<file path="config.mk">
export PLATFORM = sky130hd
export DESIGN_NAME = lcd_fetch_sched_flat
export DESIGN_NICKNAME = d
export VERILOG_FILES = /design/src/rtl/lcd_fetch_sched_pkg.sv /design/src/rtl/lcd_fetch_sched_if.sv /design/src/rtl/lcd_txt_arb.sv /design/src/rtl/lcd_fetch_sched.sv /design/src/flat_wrapper.sv
export SDC_FILE = /design/constraint.sdc
export NUM_CORES = 1
export LEC_CHECK = 0
export CORE_MARGIN = 2
export CORE_UTILIZATION = 48
export CTS_BUF_LIST = sky130_fd_sc_hd__clkbuf_4
export DETAILED_ROUTE_END_ITERATION = 8
export PLACE_DENSITY_LB_ADDON = 0.05
export SLEW_MARGIN = 20
export SYNTH_ARGS = -nofsm -noshare
export SYNTH_HDL_FRONTEND = slang
export SYNTH_SLANG_ARGS = --single-unit
</file>
<file path="constraint.sdc">
create_clock -name pixel_clk -period 4.95 [get_ports pixel_clk]
set_input_delay 0.7425 -clock pixel_clk [delete_from_list [all_inputs] [get_ports pixel_clk]]
set_output_delay 0.7425 -clock pixel_clk [all_outputs]
set_load 0.05 [all_outputs]
</file>
<file path="src/rtl/lcd_fetch_sched_pkg.sv">
// Shared constants, FSM encoding and helpers for the LCD text-mode glyph fetcher.
package lcd_fetch_sched_pkg;

    localparam int unsigned LCD_WIDTH = 640;
    localparam int unsigned LCD_HIGHT = 480;
    localparam int unsigned COLS      = 80;
    localparam int unsigned TEXT_ROWS = 30;
    localparam int unsigned GLYPH_H   = 16;

    // Bus widths shared by the interface and the datapath.
    localparam int unsigned ROW_W  = 10;
    localparam int unsigned ADDR_W = 12;
    localparam int unsigned DATA_W = 8;

    typedef enum logic [2:0] {
        IDLE      = 3'd0,
        TXT_RD    = 3'd1,
        TXT_WAIT  = 3'd2,
        FONT_RD   = 3'd3,
        FONT_WAIT = 3'd4,
        PUSH      = 3'd5
    } fetch_state_t;

    // text_row * 80 without a multiplier: 64*r + 16*r.
    function automatic logic [ADDR_W-1:0] cols80_base(input logic [ADDR_W-1:0] text_row);
        return (text_row << 6) + (text_row << 4);
    endfunction

endpackage

</file>
<file path="src/rtl/lcd_fetch_sched_if.sv">
// Bundle of the fetcher's line request, FIFO, text RAM, font ROM and host write signals.
interface lcd_fetch_sched_if;
    import lcd_fetch_sched_pkg::*;

    // Line request
    logic              line_start;
    logic [ROW_W-1:0]  row;
    logic              busy;
    logic              overrun;

    // Pixel FIFO
    logic              fifo_full;
    logic              fifo_wr_en;
    logic [DATA_W-1:0] fifo_din;

    // Text RAM port
    logic [ADDR_W-1:0] txt_addr;
    logic              txt_we;
    logic [DATA_W-1:0] txt_wdata;
    logic [DATA_W-1:0] txt_rdata;

    // Font ROM port
    logic [ADDR_W-1:0] font_addr;
    logic [DATA_W-1:0] font_data;

    // Host write channel
    logic              host_req;
    logic [ADDR_W-1:0] host_addr;
    logic [DATA_W-1:0] host_data;
    logic              host_ack;

    // Fetcher side
    modport master (
        input  line_start, row, fifo_full, txt_rdata, font_data,
               host_req, host_addr, host_data,
        output fifo_wr_en, fifo_din, txt_addr, txt_we, txt_wdata,
               font_addr, host_ack, busy, overrun
    );

    // Environment side: timing generator, FIFO, memories and host
    modport slave (
        output line_start, row, fifo_full, txt_rdata, font_data,
               host_req, host_addr, host_data,
        input  fifo_wr_en, fifo_din, txt_addr, txt_we, txt_wdata,
               font_addr, host_ack, busy, overrun
    );

endinterface

</file>
<file path="src/rtl/lcd_txt_arb.sv">
// Text RAM single-port arbiter: the fetcher owns the port only during its read cycle,
// every other cycle is offered to a pending host write.
module lcd_txt_arb
    import lcd_fetch_sched_pkg::*;
(
    input  logic              rst,
    input  logic              fetch_own,
    input  logic [ADDR_W-1:0] fetch_addr,
    input  logic              host_req,
    input  logic [ADDR_W-1:0] host_addr,
    input  logic [DATA_W-1:0] host_data,
    output logic [ADDR_W-1:0] txt_addr,
    output logic              txt_we,
    output logic [DATA_W-1:0] txt_wdata,
    output logic              host_ack
);

    // Port mux; host is blocked while reset is held so the RAM sees no write strobe.
    always_comb begin
        txt_addr  = '0;
        txt_we    = 1'b0;
        txt_wdata = '0;
        host_ack  = 1'b0;
        if (fetch_own) begin
            txt_addr = fetch_addr;
        end else if (host_req && !rst) begin
            txt_addr  = host_addr;
            txt_we    = 1'b1;
            txt_wdata = host_data;
            host_ack  = 1'b1;
        end
    end

endmodule

</file>
<file path="src/rtl/lcd_fetch_sched.sv">
// Per-line glyph fetch scheduler: for each character of a text row it reads the
// character code, looks up the glyph line in the font ROM and pushes it to the pixel FIFO.
module lcd_fetch_sched #(
    parameter int unsigned COLS      = lcd_fetch_sched_pkg::COLS,
    parameter int unsigned TEXT_ROWS = lcd_fetch_sched_pkg::TEXT_ROWS,
    parameter int unsigned GLYPH_H   = lcd_fetch_sched_pkg::GLYPH_H
) (
    input  logic              pixel_clk,
    input  logic              rst,
    lcd_fetch_sched_if.master bus
);
    import lcd_fetch_sched_pkg::*;

    localparam int unsigned COL_W   = $clog2(COLS);
    localparam int unsigned GL_BITS = $clog2(GLYPH_H);

    fetch_state_t       state_q;
    logic [ADDR_W-1:0]  base_q;
    logic [GL_BITS-1:0] gl_q;
    logic [COL_W-1:0]   col_q;
    logic [ADDR_W-1:0]  font_addr_q;
    logic [DATA_W-1:0]  glyph_q;
    logic               overrun_q;

    logic [ADDR_W-1:0]  text_row;
    logic [ADDR_W-1:0]  base_d;
    logic [ADDR_W-1:0]  fetch_addr;
    logic               row_ok;
    logic               last_col;
    logic               fetch_own;

    // Line geometry decode for the incoming request and the current column.
    always_comb begin
        text_row   = ADDR_W'(bus.row >> GL_BITS);
        base_d     = (COLS == 80) ? cols80_base(text_row) : ADDR_W'(32'(text_row) * COLS);
        row_ok     = (32'(bus.row) < TEXT_ROWS * GLYPH_H);
        fetch_addr = base_q + ADDR_W'(col_q);
        last_col   = (32'(col_q) == COLS - 1);
        fetch_own  = (state_q == TXT_RD);
    end

    // Fetch FSM; a line_start always wins and restarts the line, aborting any work in flight.
    always_ff @(posedge pixel_clk or posedge rst) begin
        if (rst) begin
            state_q     <= IDLE;
            base_q      <= '0;
            gl_q        <= '0;
            col_q       <= '0;
            font_addr_q <= '0;
            glyph_q     <= '0;
            overrun_q   <= 1'b0;
        end else if (bus.line_start) begin
            if (state_q != IDLE) begin
                overrun_q <= 1'b1;
            end
            if (row_ok) begin
                base_q  <= base_d;
                gl_q    <= bus.row[GL_BITS-1:0];
                col_q   <= '0;
                state_q <= TXT_RD;
            end else begin
                state_q <= IDLE;
            end
        end else begin
            case (state_q)
                IDLE: begin
                    state_q <= IDLE;
                end
                TXT_RD: begin
                    state_q <= TXT_WAIT;
                end
                TXT_WAIT: begin
                    // Character code lands straight in the font address register.
                    font_addr_q <= ADDR_W'({bus.txt_rdata, gl_q});
                    state_q     <= FONT_RD;
                end
                FONT_RD: begin
                    state_q <= FONT_WAIT;
                end
                FONT_WAIT: begin
                    glyph_q <= bus.font_data;
                    state_q <= PUSH;
                end
                PUSH: begin
                    if (!bus.fifo_full) begin
                        if (last_col) begin
                            state_q <= IDLE;
                        end else begin
                            col_q   <= col_q + COL_W'(1);
                            state_q <= TXT_RD;
                        end
                    end
                end
                default: begin
                    state_q <= IDLE;
                end
            endcase
        end
    end

    // Push is combinational so a FIFO that drains mid-PUSH is served the same cycle;
    // a concurrent line_start suppresses it so an aborted line never leaks a glyph.
    assign bus.fifo_wr_en = (state_q == PUSH) && !bus.fifo_full && !bus.line_start;
    assign bus.fifo_din   = glyph_q;
    assign bus.font_addr  = font_addr_q;
    assign bus.busy       = (state_q != IDLE);
    assign bus.overrun    = overrun_q;

    lcd_txt_arb u_txt_arb (
        .rst        (rst),
        .fetch_own  (fetch_own),
        .fetch_addr (fetch_addr),
        .host_req   (bus.host_req),
        .host_addr  (bus.host_addr),
        .host_data  (bus.host_data),
        .txt_addr   (bus.txt_addr),
        .txt_we     (bus.txt_we),
        .txt_wdata  (bus.txt_wdata),
        .host_ack   (bus.host_ack)
    );

    // Host must never steal the fetcher's read slot.
    a_no_ack_in_rd : assert property (@(posedge pixel_clk) disable iff (rst)
        !(bus.host_ack && state_q == TXT_RD));

    // FIFO pushes only come out of PUSH.
    a_push_state : assert property (@(posedge pixel_clk) disable iff (rst)
        bus.fifo_wr_en |-> state_q == PUSH);

endmodule
</file>
<file path="src/flat_wrapper.sv">
// flat-port wrapper written by rule: the top's interface ports become plain ports
module lcd_fetch_sched_flat import lcd_fetch_sched_pkg::*;
#(
    parameter int unsigned COLS      = lcd_fetch_sched_pkg::COLS,
    parameter int unsigned TEXT_ROWS = lcd_fetch_sched_pkg::TEXT_ROWS,
    parameter int unsigned GLYPH_H   = lcd_fetch_sched_pkg::GLYPH_H
)
  (pixel_clk, rst, bus_line_start, bus_row, bus_fifo_full, bus_txt_rdata, bus_font_data, bus_host_req, bus_host_addr, bus_host_data, bus_fifo_wr_en, bus_fifo_din, bus_txt_addr, bus_txt_we, bus_txt_wdata, bus_font_addr, bus_host_ack, bus_busy, bus_overrun);
  lcd_fetch_sched_if bus_i ();
  input  logic pixel_clk;
  input  logic rst;
  input wire logic [$bits(bus_i.line_start)-1:0] bus_line_start;
  input wire logic [$bits(bus_i.row)-1:0] bus_row;
  input wire logic [$bits(bus_i.fifo_full)-1:0] bus_fifo_full;
  input wire logic [$bits(bus_i.txt_rdata)-1:0] bus_txt_rdata;
  input wire logic [$bits(bus_i.font_data)-1:0] bus_font_data;
  input wire logic [$bits(bus_i.host_req)-1:0] bus_host_req;
  input wire logic [$bits(bus_i.host_addr)-1:0] bus_host_addr;
  input wire logic [$bits(bus_i.host_data)-1:0] bus_host_data;
  output wire logic [$bits(bus_i.fifo_wr_en)-1:0] bus_fifo_wr_en;
  output wire logic [$bits(bus_i.fifo_din)-1:0] bus_fifo_din;
  output wire logic [$bits(bus_i.txt_addr)-1:0] bus_txt_addr;
  output wire logic [$bits(bus_i.txt_we)-1:0] bus_txt_we;
  output wire logic [$bits(bus_i.txt_wdata)-1:0] bus_txt_wdata;
  output wire logic [$bits(bus_i.font_addr)-1:0] bus_font_addr;
  output wire logic [$bits(bus_i.host_ack)-1:0] bus_host_ack;
  output wire logic [$bits(bus_i.busy)-1:0] bus_busy;
  output wire logic [$bits(bus_i.overrun)-1:0] bus_overrun;
  assign bus_i.line_start = bus_line_start;
  assign bus_i.row = bus_row;
  assign bus_i.fifo_full = bus_fifo_full;
  assign bus_i.txt_rdata = bus_txt_rdata;
  assign bus_i.font_data = bus_font_data;
  assign bus_i.host_req = bus_host_req;
  assign bus_i.host_addr = bus_host_addr;
  assign bus_i.host_data = bus_host_data;
  assign bus_fifo_wr_en = bus_i.fifo_wr_en;
  assign bus_fifo_din = bus_i.fifo_din;
  assign bus_txt_addr = bus_i.txt_addr;
  assign bus_txt_we = bus_i.txt_we;
  assign bus_txt_wdata = bus_i.txt_wdata;
  assign bus_font_addr = bus_i.font_addr;
  assign bus_host_ack = bus_i.host_ack;
  assign bus_busy = bus_i.busy;
  assign bus_overrun = bus_i.overrun;
  lcd_fetch_sched #(.COLS(COLS), .TEXT_ROWS(TEXT_ROWS), .GLYPH_H(GLYPH_H)) u_core (.pixel_clk(pixel_clk), .rst(rst), .bus(bus_i));
endmodule
</file>
---- Yosys cells after proc, flatten, opt, wreduce, memory -nomap -nowiden ----
Index checks and enable logic that the tools add are counted.
storage, ports and cells
  bits in registers ....................... 47
  latch bits .............................. 0
  bits in writable memories ............... 0
  memory bits (read-only) ................. 0
  bits of input ports ..................... 51
  output and inout bits ................... 45
  word-level logic and storage cells ...... 51
  memories ................................ 0
operators by class
  $add $sub $neg .......................... 3
  $mul .................................... 0
  div/mod/pow operators ................... 0
  magnitude comparators ................... 1
  eq/ne operators ......................... 10
  shift-type cells ........................ 0
  mux-type cells .......................... 16
  bitwise gates (word level) .............. 1
  reductions and logical operators ........ 13
operator list
  cell                                                         number
  two-way mux 7 bit                                            5
  two-way mux 12 bit                                           2
  two-way mux 8 bit                                            2
  one-hot mux 3 bit (5 select lines)                           1
  adder 12 x 10 -> 12 bit                                      1
  adder 12 x 7 -> 12 bit                                       1
  less-than comparator 10 x 9 -> 1 bit, second input constant  1
  AND reduction 2 bit                                          4
  adder 7 x 1 -> 7 bit, second input constant                  1
  == test 7 bit, second input constant                         1
  == test 3 x 2 -> 1 bit, second input constant                2
  == test 3 bit, second input constant                         2
  two-way mux 3 bit                                            2
  two-way mux 1 bit                                            4
  != test 2 bit, second input constant                         2
  AND reduction 4 bit                                          1
  == test 3 x 1 -> 1 bit, second input constant                1
  logical AND 1 bit                                            3
  zero test 1 bit                                              3
  != test 3 bit, second input constant                         1
  nonzero test 3 bit                                           1
  != test 2 x 1 -> 1 bit, second input constant                1
  nonzero test 2 bit                                           1
  inverter 1 bit                                               1

---- Logic depth before layout (Yosys ltp) ----
Gate-level depths: netlist (run 1).
  depth after elaboration ................. 5
  mapped depth ............................ 7
  gate-level depth less buffers ........... 7

---- Hierarchy ----
From an unflattened synthesis (run 1), not the netlist that was laid out.
second synthesis, totals
  cells, all modules ...................... 245
  area total of the unflattened synthesis .. 2,479.9 µm²
by module, submodules not included
  module           times used  cells an instance  area an instance (µm²)
  lcd_fetch_sched  1           195                2,172.1
  lcd_txt_arb      1           50                 307.8

---- Least setup slack after synthesis (run 1) ----
OpenSTA, ideal clock, no wires.
  kind .................................... input to output
  start point ............................. in rst
  end point ............................... out bus_txt_addr[10]
  arrival time ............................ 3,315 ps
  slack ................................... 893 ps
  stages .................................. 5
  buffers on the path ..................... 1
  cell sequence ........................... inv_1 -> and3_4 -> clkbuf_1 -> nand2_1 -> o21ai_0
between the ends
  cells in the longest elaborated chain, start to end .. 4
ends and longest elaborated chain
  what                              RTL line            source
  start: declaration                flat_wrapper.sv:11  input logic rst;
  zero test 1 bit (no source line)  --
  logical AND 1 bit                 lcd_txt_arb.sv:26   end else if (host_req && !rst) begin
  two-way mux 12 bit                lcd_txt_arb.sv:26
  two-way mux 12 bit                lcd_txt_arb.sv:24   if (fetch_own) begin
  end: declaration                  flat_wrapper.sv:22  output wire logic [$bits(bus_i.txt_addr)-1:0] bus_txt_addr;
Every way passes these cells.

---- Final worst setup path (run 1) ----
  start point ............................. reg u_core.state_q[1]
  end point ............................... out bus_txt_addr[11]
between the ends
  cells in the longest elaborated chain, start to end .. 2
ends and longest elaborated chain
  what                      RTL line               source
  start: declaration        lcd_fetch_sched.sv:17  fetch_state_t state_q;
  start signal: assignment  lcd_fetch_sched.sv:45  state_q <= IDLE;
  start signal: assignment  lcd_fetch_sched.sv:60  state_q <= TXT_RD;
  start signal: assignment  lcd_fetch_sched.sv:62  state_q <= IDLE;
  == test 3 x 1 -> 1 bit    lcd_fetch_sched.sv:39  fetch_own = (state_q == TXT_RD);
  two-way mux 12 bit        lcd_txt_arb.sv:24
Every way passes these cells.

==> results_dict.tcl, run 1 <==
set metrics [dict create \
    grt_overflow 0 \
    syn-num-nets 286 \
    r2r_setup_slack_ns 3.13 \
    max_cap_viol_count 0 \
    dp_hpwl_mm 3.79 \
    routedWlPerCell_um 13.5 \
    final_cells 373 \
    worstSkewPairLatency_ns 0.35 \
    busiest_layer "met2" \
    grt_max_degree 44 \
    hold_depth 2 \
    slew_headroom_pct 39.2 \
    tns_ns 0 \
    syn_to_final_growth_pct 44.6 \
    cts_buffers 5 \
    final_antenna_net_count 0 \
    crit_slowest_cell "clkdlybuf4s50_1" \
    gp_congestion 0.795 \
    critPathLaunchType "flop" \
    synth-seq-cells 43 \
    pin_count 96 \
    cts_sinks 43 \
    placed_cells 365 \
    ys_types 47 \
    peakVddDrop_v 0.000353 \
    cts_tree "done" \
    antenna_found_initial 0 \
    finalCriticalPeriod_ns 3.67 \
    required_ns 4.21 \
    slew_violations 0 \
    grt_setup_unrepaired "false" \
    synth_cells 225 \
    synth.most_common_cell "dfrtp_1" \
    dieArea_um2 5420 \
    avgViaCountPerCell 5.29 \
    met3_usage_pct 7.41 \
    yosysTopAreaCell "dfrtp_1" \
    initial_utilization_pct 49.6 \
    synthTopCellsByArea "dfrtp_1 (46%), mux2_2 (9.7%), nand2_1 (6.0%)" \
    crit_fanout 22 \
    grt_pass1_vias 1892 \
    setup_viol 0 \
    slowest_delay_ns 0.70 \
    status "completed" \
    worstPathCellList "or3b_1 -> and3_4 -> a32o_1 -> or3_1 -> clkdlybuf4s50_1" \
    vias 1972 \
    p_per_area_nw_per_um2 427 \
    hold_class "reg -> reg" \
    core_um2 4690 \
    die_w_um 73.7 \
    min_from "u_core.gl_q[1]" \
    post_synth.cell_area_avg_um2 10.3 \
    met1_usage_pct 26.3 \
    hold_viol 0 \
    final_core_util_pct 71.8 \
    first_pass_iters 4 \
    reg2regPathDepth 2 \
    row_count 25 \
    die_height_um 73.7 \
    worst_setup_path_end_kind "output port" \
    max_slew.worst_pin.slew_ns 0.906 \
    fin_worst_skew_ns 0.00980 \
    critPathArrivalTime_ns 2.92 \
    final_nets 379 \
    p_leak_uw 0.00146 \
    drive_gt1_share_pct 10.7 \
    ys.flop_type "dfrtp_1" \
    ys_seq_area_share_pct 46.2 \
    drc 0 \
    hold_end "u_core.gl_q[1]" \
    hold_buffers 0 \
    synth_enable_flop_cells 0 \
    path_clk_slew_ns 0.12 \
    cts.path.max_buffers 2 \
    postCtsSetupRepairBufs 0 \
    async_reset_ff_share_pct 100 \
    root_buffer "clkbuf_4" \
    synth_common_cells "dfrtp_1 (43), nand2_1 (37), mux2_2 (20)" \
    cts_resized 0 \
    yosys.area.top_type_share_pct 46.2 \
    finalCritPeriodShare_pct 74.1 \
    synth_area_um2 2330 \
    drt-total-wl_mm 5.05 \
    antennaDiodeCount 0 \
    grt_use_total_pct 19.9 \
    grtUsageMet2_pct 31.2 \
    grt_pass1_wl_mm 8.34 \
    hold_slack_ns 0.489 \
    numPortBuffers 95 \
    cts.htree.levels 2 \
    max_freq_mhz 273 \
    yosysWarnings 0 \
    drt_iter0_drc 59 \
    timing.rr.start "u_core.state_q[1]" \
    setup.worst_path.class "reg -> out" \
    r2r_end "u_core.bus.fifo_din[2]" \
]
## cells in the final DEF (no fill, tap or decap), types with 2 or more instances in the layout
cell	instances
fa_1	2
o21ai_0	15
dfrtp_1	43
ha_1	8
inv_1	9
nor2b_1	3
nor2_1	5
a21o_1	3
or3_1	2
a211oi_1	3
nor4b_2	2
xnor2_1	3
a22o_1	5
and2_1	8
xor2_1	6
mux2i_1	2
clkdlybuf4s50_1	95
and3_1	3
nor4_1	3
nand3_1	5
mux2_2	20
nand2_1	37
a21oi_1	2
nand4_1	4
buf_4	2
nand3b_1	2
clkbuf_4	6
## how the worst max path moves through the flow
stage | start | endpoint | slack [ns] | cells after the start
6_report | u_core.state_q[1] | bus_txt_addr[11] | 1.28 | 5
5_1_grt | u_core.state_q[1] | bus_txt_addr[11] | 1.12 | 5
4_1_cts | u_core.state_q[1] | bus_txt_addr[11] | 1.27 | 5
3_5_place_dp | bus_line_start | bus_fifo_wr_en | 1.35 | 4
3_3_place_gp | bus_line_start | bus_fifo_wr_en | 1.39 | 4
2_1_floorplan | rst | bus_txt_addr[10] | 0.89 | 5
## layer usage
| metal | vias to the layer above | part of all wire, % |
|---|---|---|
| li1 | 983 | - |
| met1 | 905 | 45 |
| met2 | 80 | 45 |
| met3 | 4 | 9.4 |
| met4 | 0 | 0.83 |
| met5 | - | 0 |
## worst max-delay path, delay by kind of cell, from the launching register on
kind	cells	cell delay [ns]
compound gates	1	0.21
buf+inv	1	0.70
flops	1	0.49
simple gates	3	1.17
## metrics by stage
stage | area, um2 | power (uW) | worst slack (ns)
3_5_place_dp | 3310 | 1280 | 1.35
5_1_grt | 3370 | 1510 | 1.12
3_3_place_gp | 3310 | 1270 | 1.39
2_1_floorplan | 2330 | 1010 | 0.893
6_report | 3370 | 1440 | 1.28
4_1_cts | 3370 | 1450 | 1.27
## report_power, final
part	internal, uW	switching (uW)
sequential	448	58.9
clock	60.4	112
combinational	288	472
total	796	643
## registers in the layout, summed over array words and instances (netlist names)
register              flops
u_core.bus.font_addr     12
u_core.base_q             8
u_core.bus.fifo_din       8
u_core.col_q              7
u_core.gl_q               4
u_core.state_q            3
u_core.bus.overrun        1
## final cells by class
cell class | instances | area (um2)
fill | 374 | 1330
multi-input combinational | 161 | 1160
sequential | 43 | 1080
timing repair buffer | 97 | 966
tap | 54 | 67.6
clock buffer | 6 | 45.0
inverter | 10 | 37.5
clock inverter | 2 | 12.5
## kinds of logic after synthesis
family          share of synthesized area (%)
fa+ha+maj                                6.02
compound gates                           10.7
xor+xnor                                 3.39
mux                                      10.5
simple gates                             19.0
flops                                    46.2
buf+inv                                  4.14
No activity file was read; power rests on OpenSTA's default activity.
==> inputs of run 2 (changes only) <==
Settings changed: CORE_UTILIZATION 48 to 44.
Clock period 4.95 ns to 3.4 ns, I/O delays scaled along.
==> run 2 against run 1 <==
Against the previous run: via count increased by 0.20%; global-route usage decreased by 1.5 points; final cell count increased by 4.8%; total power increased by 45%; routed wire length increased by 4.4%; largest power group unchanged; first-iteration DRC count decreased by 5.1%; core utilization decreased by 6.3 points; non-clock buffer count increased by 2; worst hold slack improved by 0.00077 ns; worst setup slack got worse by 0.81 ns.
==> results_dict.tcl, run 2 (synthesized netlist as in run 1, its figures left out) <==
set metrics [dict create \
    die_height_um 76.7 \
    pin_count 96 \
    p_leak_uw 0.00150 \
    hold_buffers 0 \
    max_freq_mhz 342 \
    cts_resized 0 \
    antennaDiodeCount 0 \
    drive_gt1_share_pct 18.1 \
    avgViaCountPerCell 5.05 \
    final_antenna_net_count 0 \
    multi_input_area_um2 1160 \
    final_nets 381 \
    vias 1976 \
    antenna_found_initial 0 \
    root_buffer "clkbuf_4" \
    status "completed" \
    top_layer_used "met4" \
    worst_setup_path_end_kind "output port" \
    startpoint "u_core.state_q[1]" \
    timing.rr.start "u_core.state_q[0]" \
    required_ns 2.89 \
    cts_tree "done" \
    dieArea_um2 5890 \
    routedWlPerCell_um 13.5 \
    grt_pass1_vias 1983 \
    n_fill_cell 413 \
    min_from "u_core.bus.overrun" \
    route.met3.wl_um 494 \
    cts_buffers 5 \
    final_common_cell "clkdlybuf4s50_1" \
    drc 0 \
    reg2regPathDepth 2 \
    grt_setup_unrepaired "false" \
    grt_pass1_wl_mm 8.96 \
    worstSkewPairLatency_ns 0.35 \
    setup_viol 0 \
    grt_max_degree 44 \
    syn_to_final_growth_pct 43.6 \
    crit_slowest_cell "or3b_1" \
    largest_register_ffs 12 \
    path_clk_slew_ns 0.12 \
    slew_violations 0 \
    slowest_delay_ns 0.55 \
    first_pass_iters 4 \
    drt_iter0_drc 56 \
    dp_hpwl_mm 3.94 \
    critPathArrivalTime_ns 2.41 \
    p_per_area_nw_per_um2 623 \
    setup.worst_path.class "reg -> out" \
    critPathLaunchType "flop" \
    slew_headroom_pct 42.4 \
    cts.path.max_buffers 2 \
    tns_ns 0 \
    hold_class "reg -> reg" \
    peakVddDrop_v 0.000493 \
    postCtsSetupRepairBufs 0 \
    cts_sinks 43 \
    row_count 26 \
    crit_fanout 22 \
    max_slew.worst_pin.slew_ns 0.862 \
    die_w_um 76.7 \
    seqCellArea_um2 1080 \
    numPortBuffers 95 \
    core_um2 5110 \
    grt_overflow 0 \
    drt-total-wl_mm 5.27 \
    hold_viol 0 \
    grt_use_total_pct 18.5 \
    worstPathCellList "or3b_1 -> and3_4 -> a32o_1 -> or3_1 -> buf_4" \
    max_cap_viol_count 0 \
    gp_congestion 0.813 \
    final_core_util_pct 65.5 \
    final_cell_mix "clkdlybuf4s50_1 (72), dfrtp_1 (43), nand2_1 (37), buf_4 (27), mux2_2 (20)" \
    wl_met2_mm 2.41 \
    finalCriticalPeriod_ns 2.92 \
    cts.htree.levels 2 \
    hold_depth 1 \
    met1Wirelength_mm 2.32 \
    initial_utilization_pct 45.6 \
    finalCritPeriodShare_pct 86.0 \
    fin_worst_skew_ns 0.00995 \
]
## run 2: cell count changes in the layout (fill, tap and decap cells not counted), sizes merged
cell,before,now
buf,2,27
clkinvlp,1,2
clkbuf,6,5
clkdlybuf4s50,95,72
## run 2: through the flow
stage | cell area, um2 | worst slack [ns] | total power (uW) | hold slack, ns | cells
global placement | 3290 | 0.819 | 1850 | 0.454 | 383
floorplan | 2330 | 0.319 | 1470 | 0.440 | 225
global route | 3340 | 0.319 | 2200 | 0.515 | 391
detailed placement | 3290 | 0.799 | 1860 | 0.449 | 383
finish | 3340 | 0.476 | 2080 | 0.489 | 391
CTS | 3340 | 0.457 | 2100 | 0.490 | 391
## run 2: power by group
group	switching, uW	internal, uW
logic	689	415
clock network	166	76.0
registers	86.5	652
total	941	1140
## run 2: path summary, 6_finish.rpt
path	to	slack (ns)
setup / recovery	bus_txt_addr[11]	0.48
hold / removal	u_core.bus.overrun	0.49
setup reg to reg	u_core.bus.fifo_din[0]	1.59
hold reg to reg	u_core.bus.overrun	0.49
max in group asynchronous	u_core.bus.font_addr[9]	2.35
min in group asynchronous	u_core.bus.font_addr[2]	0.70
## run 2: area by class of cell
class	count	share of cell area [%]
multi-input cells	161	34.8
flip-flops and latches	43	32.2
repair buffers	99	27.6
well taps	70	2.62
inverters	10	1.24
clock buffers	5	1.12
clock inverters	3	0.449
## run 2: critical path: cells and delay by family (launching register included)
kind / cells / cell delay (ns)
AND/OR/NAND/NOR: 3 / 1.17
flip-flops: 1 / 0.49
AO/OA/AOI/OAI: 1 / 0.21
buffers and inverters: 1 / 0.20
## run 2: per-layer routing
metal | up-vias | global-route usage, %
met5 | - | 0
met3 | 5 | 7.29
li1 | 981 | -
met2 | 76 | 30.3
met1 | 914 | 23.0
met4 | 0 | 4.00
==> inputs of run 3 (changes only) <==
--- a/config.mk
+++ b/config.mk
@@ -9,4 +9,5 @@
 export CORE_UTILIZATION = 44
 export CTS_BUF_LIST = sky130_fd_sc_hd__clkbuf_4
+export CTS_CLUSTER_SIZE = 28
 export DETAILED_ROUTE_END_ITERATION = 8
 export PLACE_DENSITY_LB_ADDON = 0.05
==> constraint.sdc (replaced) <==
create_clock -name pixel_clk -period 3.4 [get_ports pixel_clk]
set_input_delay 0.51 -clock pixel_clk [delete_from_list [all_inputs] [get_ports pixel_clk]]
set_output_delay 0.51 -clock pixel_clk [all_outputs]
set_load 0.1 [all_outputs]
==> run 3 against run 2 <==
Against the previous run: via count increased by 3.3%; largest cell class is now non-clock buffers; flip-flop and latch count unchanged; critical endpoint unchanged; largest power group unchanged; clock skew about the same; clock-buffer cell count increased by 2; sequential share of layout area decreased by 2.7 points; sequential power about the same.
==> results_dict.tcl, run 3 (synthesized netlist as in run 1, its figures left out) <==
set metrics [dict create \
    status "completed" \
    worst_setup_path_end_kind "output port" \
    gp_congestion 0.793 \
    die_w_um 76.7 \
    initial_utilization_pct 45.6 \
    met1Wirelength_mm 2.41 \
    fin_worst_skew_ns 0.0104 \
    final_area_um2 3650 \
    grt_max_degree 44 \
    antennaDiodeCount 0 \
    root_buffer "clkbuf_4" \
    vias 2042 \
    max_slew.worst_pin.slew_ns 0.991 \
    p_leak_uw 0.00159 \
    antenna_found_initial 0 \
    grt_use_total_pct 19.3 \
    grt_overflow 0 \
    placed_area_um2 3590 \
    drive_gt1_share_pct 20.0 \
    critPathArrivalTime_ns 2.55 \
    hold_buffers 0 \
    startpoint "u_core.state_q[1]" \
    drt-total-wl_mm 5.54 \
    routedWlPerCell_um 14.2 \
    syn_to_final_growth_pct 56.6 \
    postCtsSetupRepairBufs 0 \
    p_per_area_nw_per_um2 750 \
    final_common_cell "clkdlybuf4s50_1" \
    final_antenna_net_count 0 \
    pin_count 96 \
    drc 0 \
    path_clk_slew_ns 0.12 \
    row_count 26 \
    crit_fanout 22 \
    power_uw 2740 \
    hold_viol 0 \
    max_cap_viol_count 0 \
    final_core_util_pct 71.4 \
    largest_register_ffs 12 \
    grt_pass1_vias 1966 \
    numPortBuffers 95 \
    cts_tree "done" \
    cts.htree.levels 2 \
    required_ns 2.89 \
    grt_setup_unrepaired "false" \
    hold_class "reg -> reg" \
    top_layer_used "met4" \
    avgViaCountPerCell 5.24 \
    cts_sinks 43 \
    route.met3.wl_um 480 \
    tns_ns 0 \
    die_height_um 76.7 \
    setup.worst_path.class "reg -> out" \
    drt_iter0_drc 84 \
    cts.path.max_buffers 2 \
    finalCriticalPeriod_ns 3.06 \
    cts_buffers 5 \
    final_cell_mix "clkdlybuf4s50_1 (72), dfrtp_1 (43), nand2_1 (37), buf_12 (23), mux2_2 (20)" \
    setup_viol 0 \
    grt_pass1_wl_mm 9.30 \
    final_nets 380 \
    core_um2 5110 \
    max_freq_mhz 327 \
    dieArea_um2 5890 \
    cts_resized 0 \
    first_pass_iters 4 \
    critPathLaunchType "flop" \
    slew_headroom_pct 33.7 \
    slew_violations 0 \
    min_from "u_core.bus.overrun" \
    worstSkewPairLatency_ns 0.36 \
    dp_hpwl_mm 4.32 \
    peakVddDrop_v 0.000777 \
    timing.rr.start "u_core.state_q[1]" \
    finalCritPeriodShare_pct 89.9 \
    wl_met2_mm 2.58 \
]
run 3: changes by cell type in the layout (fill, tap and decap cells not counted), moves of 2 or more:
cell      before  now
o21ai_2        0    5
buf_4         27    3
clkbuf_4       5    7
o21ai_0       15   10
buf_12         0   23
clkinv_1       2    0
run 3: area by class of cell:
class / count / area (um2)
inverter: 10 / 41.3
multi-input combinational: 161 / 1180
clock inverter: 1 / 5.00
clock buffer: 7 / 52.6
tap: 70 / 87.6
timing repair buffer: 98 / 1200
fill: 380 / 1460
sequential: 43 / 1080
run 3: power breakdown:
part	switching, uW	internal, uW
clock network	164	96.8
registers	87.6	652
logic	1260	474
run 3: final timing paths:
kind | endpoint | slack [ns] | depth (start not counted)
max | bus_txt_addr[11] | 0.34 | 5
min | u_core.bus.overrun | 0.49 | 1
max reg2reg | u_core.bus.fifo_din[3] | 1.60 | 2
min reg2reg | u_core.bus.overrun | 0.49 | 1
max in group asynchronous | u_core.state_q[1] | 2.36 | 3
min in group asynchronous | u_core.gl_q[1] | 0.68 | 3
run 3: worst max-delay path, cell delays in order, from the launching register on:
cell     delay [ns]
dfrtp_1        0.48
or3b_1         0.60
and3_4         0.36
a32o_1         0.21
or3_1          0.35
buf_12         0.19
run 3: stage by stage:
stage	setup slack [ns]	cells	hold WS [ns]
2_1_floorplan	0.0521	225	0.440
3_3_place_gp	0.755	382	0.439
3_5_place_dp	0.725	382	0.450
4_1_cts	0.315	390	0.488
5_1_grt	0.218	390	0.521
6_report	0.343	390	0.486
run 3: per-layer routing:
layer	global-route usage [%]	vias up
li1	-	983
met1	25.7	967
met2	30.9	85
met3	5.76	7
met4	5.09	0
met5	0	-
